$ cat src/rtl/vb_cpu_pkg.sv
// rtl/vb_cpu_pkg.sv - shared register indices, pair ids and IDU op encodings for the VerilogBoy core
package vb_cpu_pkg;

  // Byte register indices within one bank (default 8-register layout)
  localparam int REG_B   = 0;
  localparam int REG_C   = 1;
  localparam int REG_D   = 2;
  localparam int REG_E   = 3;
  localparam int REG_H   = 4;
  localparam int REG_L   = 5;
  localparam int REG_SPH = 6;
  localparam int REG_SPL = 7;

  // Pair ids: pair p covers byte registers {p,0} (high) and {p,1} (low)
  localparam int PAIR_BC = 0;
  localparam int PAIR_DE = 1;
  localparam int PAIR_HL = 2;
  localparam int PAIR_SP = 3;

  // Increment/decrement unit operations; the fourth code is reserved and behaves as none
  typedef enum logic [1:0] {
    IDU_NONE = 2'b00,
    IDU_INC  = 2'b01,
    IDU_DEC  = 2'b10,
    IDU_RSVD = 2'b11
  } idu_op_e;

endpackage

$ cat src/rtl/regfile_idu.sv
// rtl/regfile_idu.sv - combinational pair increment/decrement unit
module regfile_idu
  import vb_cpu_pkg::*;
#(
  parameter int W = 16
) (
  input  logic [1:0]   op,
  input  logic [W-1:0] din,
  output logic [W-1:0] dout,
  output logic         active
);

  // Step the operand by one with natural wrap; anything but inc/dec passes the value through
  always_comb begin
    dout   = din;
    active = 1'b0;
    case (op)
      IDU_INC: begin
        dout   = din + W'(1);
        active = 1'b1;
      end
      IDU_DEC: begin
        dout   = din - W'(1);
        active = 1'b1;
      end
      default: begin
        dout   = din;
        active = 1'b0;
      end
    endcase
  end

endmodule

$ cat src/rtl/regfile_mp.sv
// rtl/regfile_mp.sv - multi-port banked CPU register file with pair writes, IDU and bypass
module regfile_mp
  import vb_cpu_pkg::*;
#(
  parameter int             DW     = 8,
  parameter int             NREGS  = 8,
  parameter int             NRD    = 2,
  parameter int             BANKS  = 1,
  parameter int             BYPASS = 1,
  parameter logic [2*DW-1:0] SP_RST = '0,
  localparam int            AW     = $clog2(NREGS),
  localparam int            PW     = AW - 1
) (
  input  logic              clk,
  input  logic              rst,
  input  logic [NRD*AW-1:0] rd_sel,
  output logic [NRD*DW-1:0] rd_data,
  input  logic [PW-1:0]     rdw_sel,
  output logic [2*DW-1:0]   rdw_data,
  output logic [2*DW-1:0]   hl,
  output logic [2*DW-1:0]   sp,
  input  logic              wr_en,
  input  logic [AW-1:0]     wr_sel,
  input  logic [DW-1:0]     wr_data,
  input  logic              wrw_en,
  input  logic [PW-1:0]     wrw_sel,
  input  logic [2*DW-1:0]   wrw_data,
  input  logic [1:0]        idu_op,
  input  logic [PW-1:0]     idu_sel,
  output logic [2*DW-1:0]   idu_out,
  input  logic              bank_swap,
  output logic              bank
);

  localparam int NB      = BANKS * NREGS;
  localparam int MW      = $clog2(NB);
  localparam int SP_PAIR = NREGS / 2 - 1;

  logic [DW-1:0]   mem_q [NB];
  logic [DW-1:0]   mem_d [NB];
  logic            bank_q;
  logic            bank_d;
  logic [MW-1:0]   bank_off;
  logic [DW-1:0]   cur   [NREGS];
  logic [DW-1:0]   nxt   [NREGS];
  logic [DW-1:0]   view  [NREGS];
  logic [2*DW-1:0] idu_in;
  logic            idu_act;

  // Active-bank window: the IDU always steps the stored value, never a bypassed one
  always_comb begin
    bank_off = (BANKS == 2 && bank_q) ? MW'(NREGS) : '0;
    for (int i = 0; i < NREGS; i++) begin
      cur[i] = mem_q[bank_off + MW'(i)];
    end
    idu_in = {cur[{idu_sel, 1'b0}], cur[{idu_sel, 1'b1}]};
  end

  regfile_idu #(.W(2*DW)) u_idu (
    .op     (idu_op),
    .din    (idu_in),
    .dout   (idu_out),
    .active (idu_act)
  );

  // Per-byte next value, lowest priority applied first: IDU, then pair write, then byte write
  always_comb begin
    for (int i = 0; i < NREGS; i++) begin
      nxt[i] = cur[i];
      if (idu_act && idu_sel == PW'(i / 2)) begin
        nxt[i] = (i % 2 == 0) ? idu_out[2*DW-1:DW] : idu_out[DW-1:0];
      end
      if (wrw_en && wrw_sel == PW'(i / 2)) begin
        nxt[i] = (i % 2 == 0) ? wrw_data[2*DW-1:DW] : wrw_data[DW-1:0];
      end
      if (wr_en && wr_sel == AW'(i)) begin
        nxt[i] = wr_data;
      end
      view[i] = (BYPASS != 0) ? nxt[i] : cur[i];
    end
  end

  for (genvar k = 0; k < NRD; k++) begin : g_rd
    assign rd_data[k*DW +: DW] = view[rd_sel[k*AW +: AW]];
  end

  assign rdw_data = {view[{rdw_sel, 1'b0}], view[{rdw_sel, 1'b1}]};
  assign hl       = {view[2*PAIR_HL], view[2*PAIR_HL+1]};
  assign sp       = {view[2*SP_PAIR], view[2*SP_PAIR+1]};
  assign bank     = bank_q;

  // Next storage: merged bytes land in the pre-swap bank; reset wins over everything
  always_comb begin
    for (int j = 0; j < NB; j++) begin
      mem_d[j] = mem_q[j];
    end
    for (int i = 0; i < NREGS; i++) begin
      mem_d[bank_off + MW'(i)] = nxt[i];
    end
    bank_d = (BANKS == 2) ? (bank_q ^ bank_swap) : 1'b0;
    if (rst) begin
      for (int j = 0; j < NB; j++) begin
        if (j % NREGS == 2*SP_PAIR) begin
          mem_d[j] = SP_RST[2*DW-1:DW];
        end else if (j % NREGS == 2*SP_PAIR + 1) begin
          mem_d[j] = SP_RST[DW-1:0];
        end else begin
          mem_d[j] = '0;
        end
      end
      bank_d = 1'b0;
    end
  end

  // State registers
  always_ff @(posedge clk) begin
    mem_q  <= mem_d;
    bank_q <= bank_d;
  end

endmodule

$ cat config.mk
export PLATFORM = sky130hd
export DESIGN_NAME = regfile_mp
export DESIGN_NICKNAME = d
export VERILOG_FILES = /design/src/rtl/vb_cpu_pkg.sv /design/src/rtl/regfile_idu.sv /design/src/rtl/regfile_mp.sv
export SDC_FILE = /design/constraint.sdc
export NUM_CORES = 1
export LEC_CHECK = 0
export BUFFER_PORTS_ARGS = -buffer_cell sky130_fd_sc_hd__buf_2
export CAP_MARGIN = 5
export CORE_ASPECT_RATIO = 1.75
export CORE_UTILIZATION = 55
export DETAILED_ROUTE_END_ITERATION = 7
export PLACE_DENSITY_LB_ADDON = 0.25
export SLEW_MARGIN = 5
export SYNTH_ARGS = -nofsm -noshare
export SYNTH_HDL_FRONTEND = slang
export SYNTH_SLANG_ARGS = --single-unit
$ cat constraint.sdc
create_clock -name clk -period 10.04 [get_ports clk]
set_input_delay 1.004 -clock clk [delete_from_list [all_inputs] [get_ports clk]]
set_output_delay 1.004 -clock clk [all_outputs]
set_load 0.01 [all_outputs]
==> Implementation_results.wiki <==
{| class="wikitable"
! Metric !! Value
|-
| Slowest cell delay on critical path || around 0.58 ns
|-
| Part of the cycle the worst path needs || between 60% and 70%
|-
| Post-synthesis cell type count || 76
|-
| Status || finished, final reports clean
|-
| Nets@finish || approximately 1100
|-
| Count of antenna-violating nets left after detailed routing || 0
|-
| Setup Skew || ~0.006 ns
|-
| Slew of the pin with the lowest slew margin || 1.266 ns
|-
| End of the worst hold path || cur[46]
|-
| Gpl congestion || 1.042
|-
| WL per Instance || roughly 25 µm
|-
| Crit path arrival time || 5.70 ns
|-
| Category of the most critical setup path || in2out
|-
| Flop and latch count out of synthesis || 64
|-
| Detailed-route DRC error count || 0
|-
| Antenna diodes || 0
|-
| Sequential fraction of the synthesis area || 17.74%
|-
| Detailed Place HPWL || approximately 22000 µm
|-
| Post-CTS setup-driven buffer insertion count || 0
|-
| Setup repair after global routing missed its margin || false
|-
| Clock latency on the worst-skew pair || about 0.34 ns
|-
| Hold wc startpoint || cur[46]
|-
| Initial Utilization || about 56%
|-
| Initial antenna violation count || 0
|-
| Worst ir drop on vdd || between 0.00007 and 0.00008 V
|-
| CP startpoint kind || input pin
|-
| Floorplan row count || 55
|-
| Vertical die dimension || ~150 µm
|-
| Crit-path slowest cell || sky130_fd_sc_hd__mux4_2
|-
| Final-report max-slew violation count || 0
|-
| Family with the most delay on the worst path || compound AO/OA/AOI/OAI gates
|-
| Count of pins on the block boundary || between 100 and 150
|-
| Detailed-routed wire length on met3 || 2799 µm
|-
| Clock Pin Slew Worst Setup and Hold Paths || roughly 0.05 ns
|-
| Die extent in x || approximately 89 µm
|-
| Sequential power share || approximately 26%
|-
| Combinational Power Share || a little under half
|-
| Die area || between 0.01 and 0.015 mm²
|-
| Fraction of synthesis flops using an asynchronous set or reset pin || 0%
|-
| CTS tree || yes
|-
| Utilization of the core after routing || around three fifths
|-
| First-pass GRT wire length || around 44000 µm
|-
| Number of clock buffers inserted by TritonCTS || 9
|-
| Number of buffers between clock root and the deepest sink || 2
|-
| Overall power consumption || ~1.1 mW
|-
| Worst slew margin relative to its limit || 15.62%
|-
| Lkg Pwr || roughly 3.4 nW
|-
| Setup slack, reg-to-reg || 5.94 ns
|-
| Hold Buf Count CTS || 0
|-
| GRT Total Usage || between 40% and 50%
|-
| Synthesized netlist net count || ~1000
|-
| Clock H-tree levels || 3
|-
| Worst hold path type || reg2reg
|-
| Most common flop cell mapped by yosys || sky130_fd_sc_hd__dfxtp_1
|-
| Cell Pwr Density || approximately 140 mW/mm²
|-
| Switch Pwr || 445.4 µW
|-
| Share of power burned in the clock network || 28.8%
|-
| Worst reg2reg path depth || 11
|-
| Critical R2R Capture || cur[61]
|-
| Wire length the detailed router placed on met1 || approximately 10000 µm
|-
| Hold violation count in the final report || 0
|-
| Number of instances in the synthesized netlist || between 900 and 1000
|-
| Buffers and inverters on the worst path || 3
|-
| Total length of routed wires || between 20000 and 30000 µm
|-
| Yosys warning total || 0
|-
| Number of vias per cell || slightly below 7
|-
| Share of total power consumed by net switching || approximately two fifths
|-
| Via count || around 8300
|-
| Congestion Overflow GR || 0
|-
| Maxcap violations || 0
|-
| Total length of routed met2 wires || ~14000 µm
|-
| Worst Setup SP || idu_sel[0]
|-
| Number of enable flip-flop cells after synthesis || 0
|-
| Max Fanout on Critical Path || 29
|-
| Syn avg cell area || 7.304 µm²
|-
| Cell-by-cell listing of the critical path || buf_2 > buf_4 > mux4_2 > ha_1 > a21oi_1 > nand2_1 > o311ai_0 > a31oi_1 > nand2_1 > mux2_2 > xor2_1 > a211o_1 > a22o_1 > a311oi_1 > buf_2
|-
| Setup TNS || 0 ns
|-
| Highest Signal Layer || met4
|-
| Drt first pass iters || 5
|-
| Cell area after technology mapping || around 0.0072 mm²
|-
| Reg-to-Reg Start || cur[23]
|-
| Fraction of final layout cells with drive strength greater than 1 || 20.66%
|-
| Critical Path End Type || primary output
|-
| Floorplan core area || 0.01287 mm²
|-
| Pin count of the biggest net entering global routing || 65
|-
| Count of cells resized by post-cts repair || 0
|-
| Int Pwr || around 680 µW
|-
| Depth of the worst hold-timing path || 4
|-
| Iteration-0 DRC count of the detailed router || around 900
|-
| Relative area change from synthesis to final layout || 9.908%
|-
| F_max || between 100 and 150 MHz
|-
| Port bufs || 124
|-
| Via count of the first global-routing pass || 7699
|-
| Flip-flop count of the largest register after layout || between 60 and 70
|-
| Critical Path RT || ~9 ns
|-
| Count of final setup violators || 0
|-
| Clk sink count || 64
|-
| Post-layout min period || 6.704 ns
|-
| Clock Tree Root || sky130_fd_sc_hd__clkbuf_16
|}
==> per-layer routing <==
metal  global-route usage (%)  vias up
met2                    69.96      617
met5                        0        -
li1                         -     3689
met1                    50.56     3848
met3                    8.642      183
met4                    36.33        0
==> cell usage after synthesis, drive strengths merged, types with 7 or more instances <==
| cell | instances | share of area, % |
|---|---|---|
| o21ai | 56 | 3.9 |
| a221oi | 12 | 1.6 |
| o221ai | 13 | 1.6 |
| buf | 46 | 4.3 |
| or3 | 8 | 0.69 |
| dfxtp | 64 | 18 |
| and3 | 8 | 0.76 |
| ha | 10 | 1.7 |
| xnor2 | 20 | 2.4 |
| mux4 | 30 | 9.5 |
| nand2 | 100 | 5.2 |
| nand3 | 26 | 1.8 |
| o22ai | 20 | 1.7 |
| nor3 | 25 | 1.7 |
| mux2i | 23 | 3.2 |
| a31oi | 11 | 0.95 |
| nand2b | 7 | 0.61 |
| a22oi | 16 | 1.7 |
| a211oi | 22 | 2.3 |
| mux2 | 11 | 1.8 |
| nor2 | 127 | 6.6 |
| inv | 31 | 1.6 |
| a21oi | 82 | 5.7 |
| a21o | 10 | 1.0 |
| a22o | 10 | 1.2 |
| xor2 | 8 | 1.1 |
| nor2b | 40 | 3.5 |
| clkbuf | 59 | 3.1 |
==> area by class of cell <==
type,count,area [µm²]
timing repair buffer,137,718.2
sequential,64,1281
tap,171,214.0
clock buffer,12,266.5
multi-input combinational,786,5291
fill,1262,4930
inverter,34,127.6
clock inverter,3,40.04
==> power groups by stage <==
stage	Combinational, mW	Sequential, mW	Clock, mW
2_1_floorplan	0.356	0.290	0
3_3_place_gp	0.488	0.295	0
3_5_place_dp	0.491	0.296	0
4_1_cts	0.494	0.290	0.322
5_1_grt	0.544	0.292	0.331
6_report	0.509	0.291	0.324
==> per-stage QoR <==
step / instances / area (µm²) / setup slack [ns] / hold WS [ns]
final: 1207 / 7939 / 3.336 / 0.6636
after global routing: 1207 / 7939 / 3.118 / 0.6958
after CTS: 1207 / 7939 / 3.407 / 0.6445
after detailed placement: 1192 / 7632 / 3.425 / 0.6301
after global placement: 1192 / 7632 / 3.420 / 0.6236
after floorplan: 989 / 7223 / 3.842 / 0.5809
==> worst max-delay path by stage <==
| stage | endpoint | cells after the start |
|---|---|---|
| floorplan | rdw_data[15] | 16 |
| global placement | rdw_data[15] | 15 |
| detailed placement | rdw_data[15] | 15 |
| CTS | rdw_data[15] | 15 |
| global route | rdw_data[15] | 15 |
| finish | rdw_data[15] | 15 |
==> cells in the final DEF, fill, tap and decap left out, types with 4 or more instances in the layout <==
| master | instances |
|---|---|
| sky130_fd_sc_hd__nor2_1 | 127 |
| sky130_fd_sc_hd__buf_2 | 124 |
| sky130_fd_sc_hd__nand2_1 | 100 |
| sky130_fd_sc_hd__a21oi_1 | 82 |
| sky130_fd_sc_hd__dfxtp_1 | 64 |
| sky130_fd_sc_hd__o21ai_0 | 54 |
| sky130_fd_sc_hd__nor2b_1 | 40 |
| sky130_fd_sc_hd__inv_1 | 30 |
| sky130_fd_sc_hd__mux4_2 | 28 |
| sky130_fd_sc_hd__nand3_1 | 26 |
| sky130_fd_sc_hd__nor3_1 | 24 |
| sky130_fd_sc_hd__mux2i_1 | 23 |
| sky130_fd_sc_hd__a211oi_1 | 22 |
| sky130_fd_sc_hd__xnor2_1 | 20 |
| sky130_fd_sc_hd__o22ai_1 | 20 |
| sky130_fd_sc_hd__a22oi_1 | 16 |
| sky130_fd_sc_hd__o221ai_1 | 13 |
| sky130_fd_sc_hd__buf_4 | 13 |
| sky130_fd_sc_hd__a31oi_1 | 11 |
| sky130_fd_sc_hd__mux2_2 | 10 |
| sky130_fd_sc_hd__a21o_1 | 10 |
| sky130_fd_sc_hd__a22o_1 | 10 |
| sky130_fd_sc_hd__a221oi_1 | 10 |
| sky130_fd_sc_hd__ha_1 | 10 |
| sky130_fd_sc_hd__clkbuf_16 | 9 |
| sky130_fd_sc_hd__or3_1 | 8 |
| sky130_fd_sc_hd__and3_1 | 7 |
| sky130_fd_sc_hd__xor2_1 | 7 |
| sky130_fd_sc_hd__nand2b_1 | 7 |
| sky130_fd_sc_hd__and2_1 | 5 |
| sky130_fd_sc_hd__o21a_1 | 5 |
| sky130_fd_sc_hd__a211o_1 | 4 |
| sky130_fd_sc_hd__or2_2 | 4 |
| sky130_fd_sc_hd__o31a_1 | 4 |
| sky130_fd_sc_hd__nand3b_1 | 4 |
| sky130_fd_sc_hd__nand4_1 | 4 |
| sky130_fd_sc_hd__o221a_2 | 4 |
| sky130_fd_sc_hd__nor3b_1 | 4 |
| sky130_fd_sc_hd__o211ai_1 | 4 |
| sky130_fd_sc_hd__o22a_1 | 4 |
==> worst min-delay path: stages, from the launching register on <==
cell                      delay [ns]
sky130_fd_sc_hd__dfxtp_1        0.32
sky130_fd_sc_hd__nand3_1        0.06
sky130_fd_sc_hd__nand2_1        0.09
sky130_fd_sc_hd__nor2_1         0.07
sky130_fd_sc_hd__nor2_1         0.09
==> cells by family (layout without fill, tap and decap cells) <==
group                      after synthesis  count (layout)  share of synthesized area (%)
and+or+nand+nor                        372             372                          23.94
xor gates and xnor gates                28              28                          3.499
DFF                                     64              64                          17.74
muxes                                   64              64                          14.41
other                                    1               1                        0.05192
AOI/OAI and AO/OA                      310             310                          29.21
buffers and inverters                  139             186                          9.146
adders and majority gates               11              11                          2.009
(Power assumes the default switching activity.)
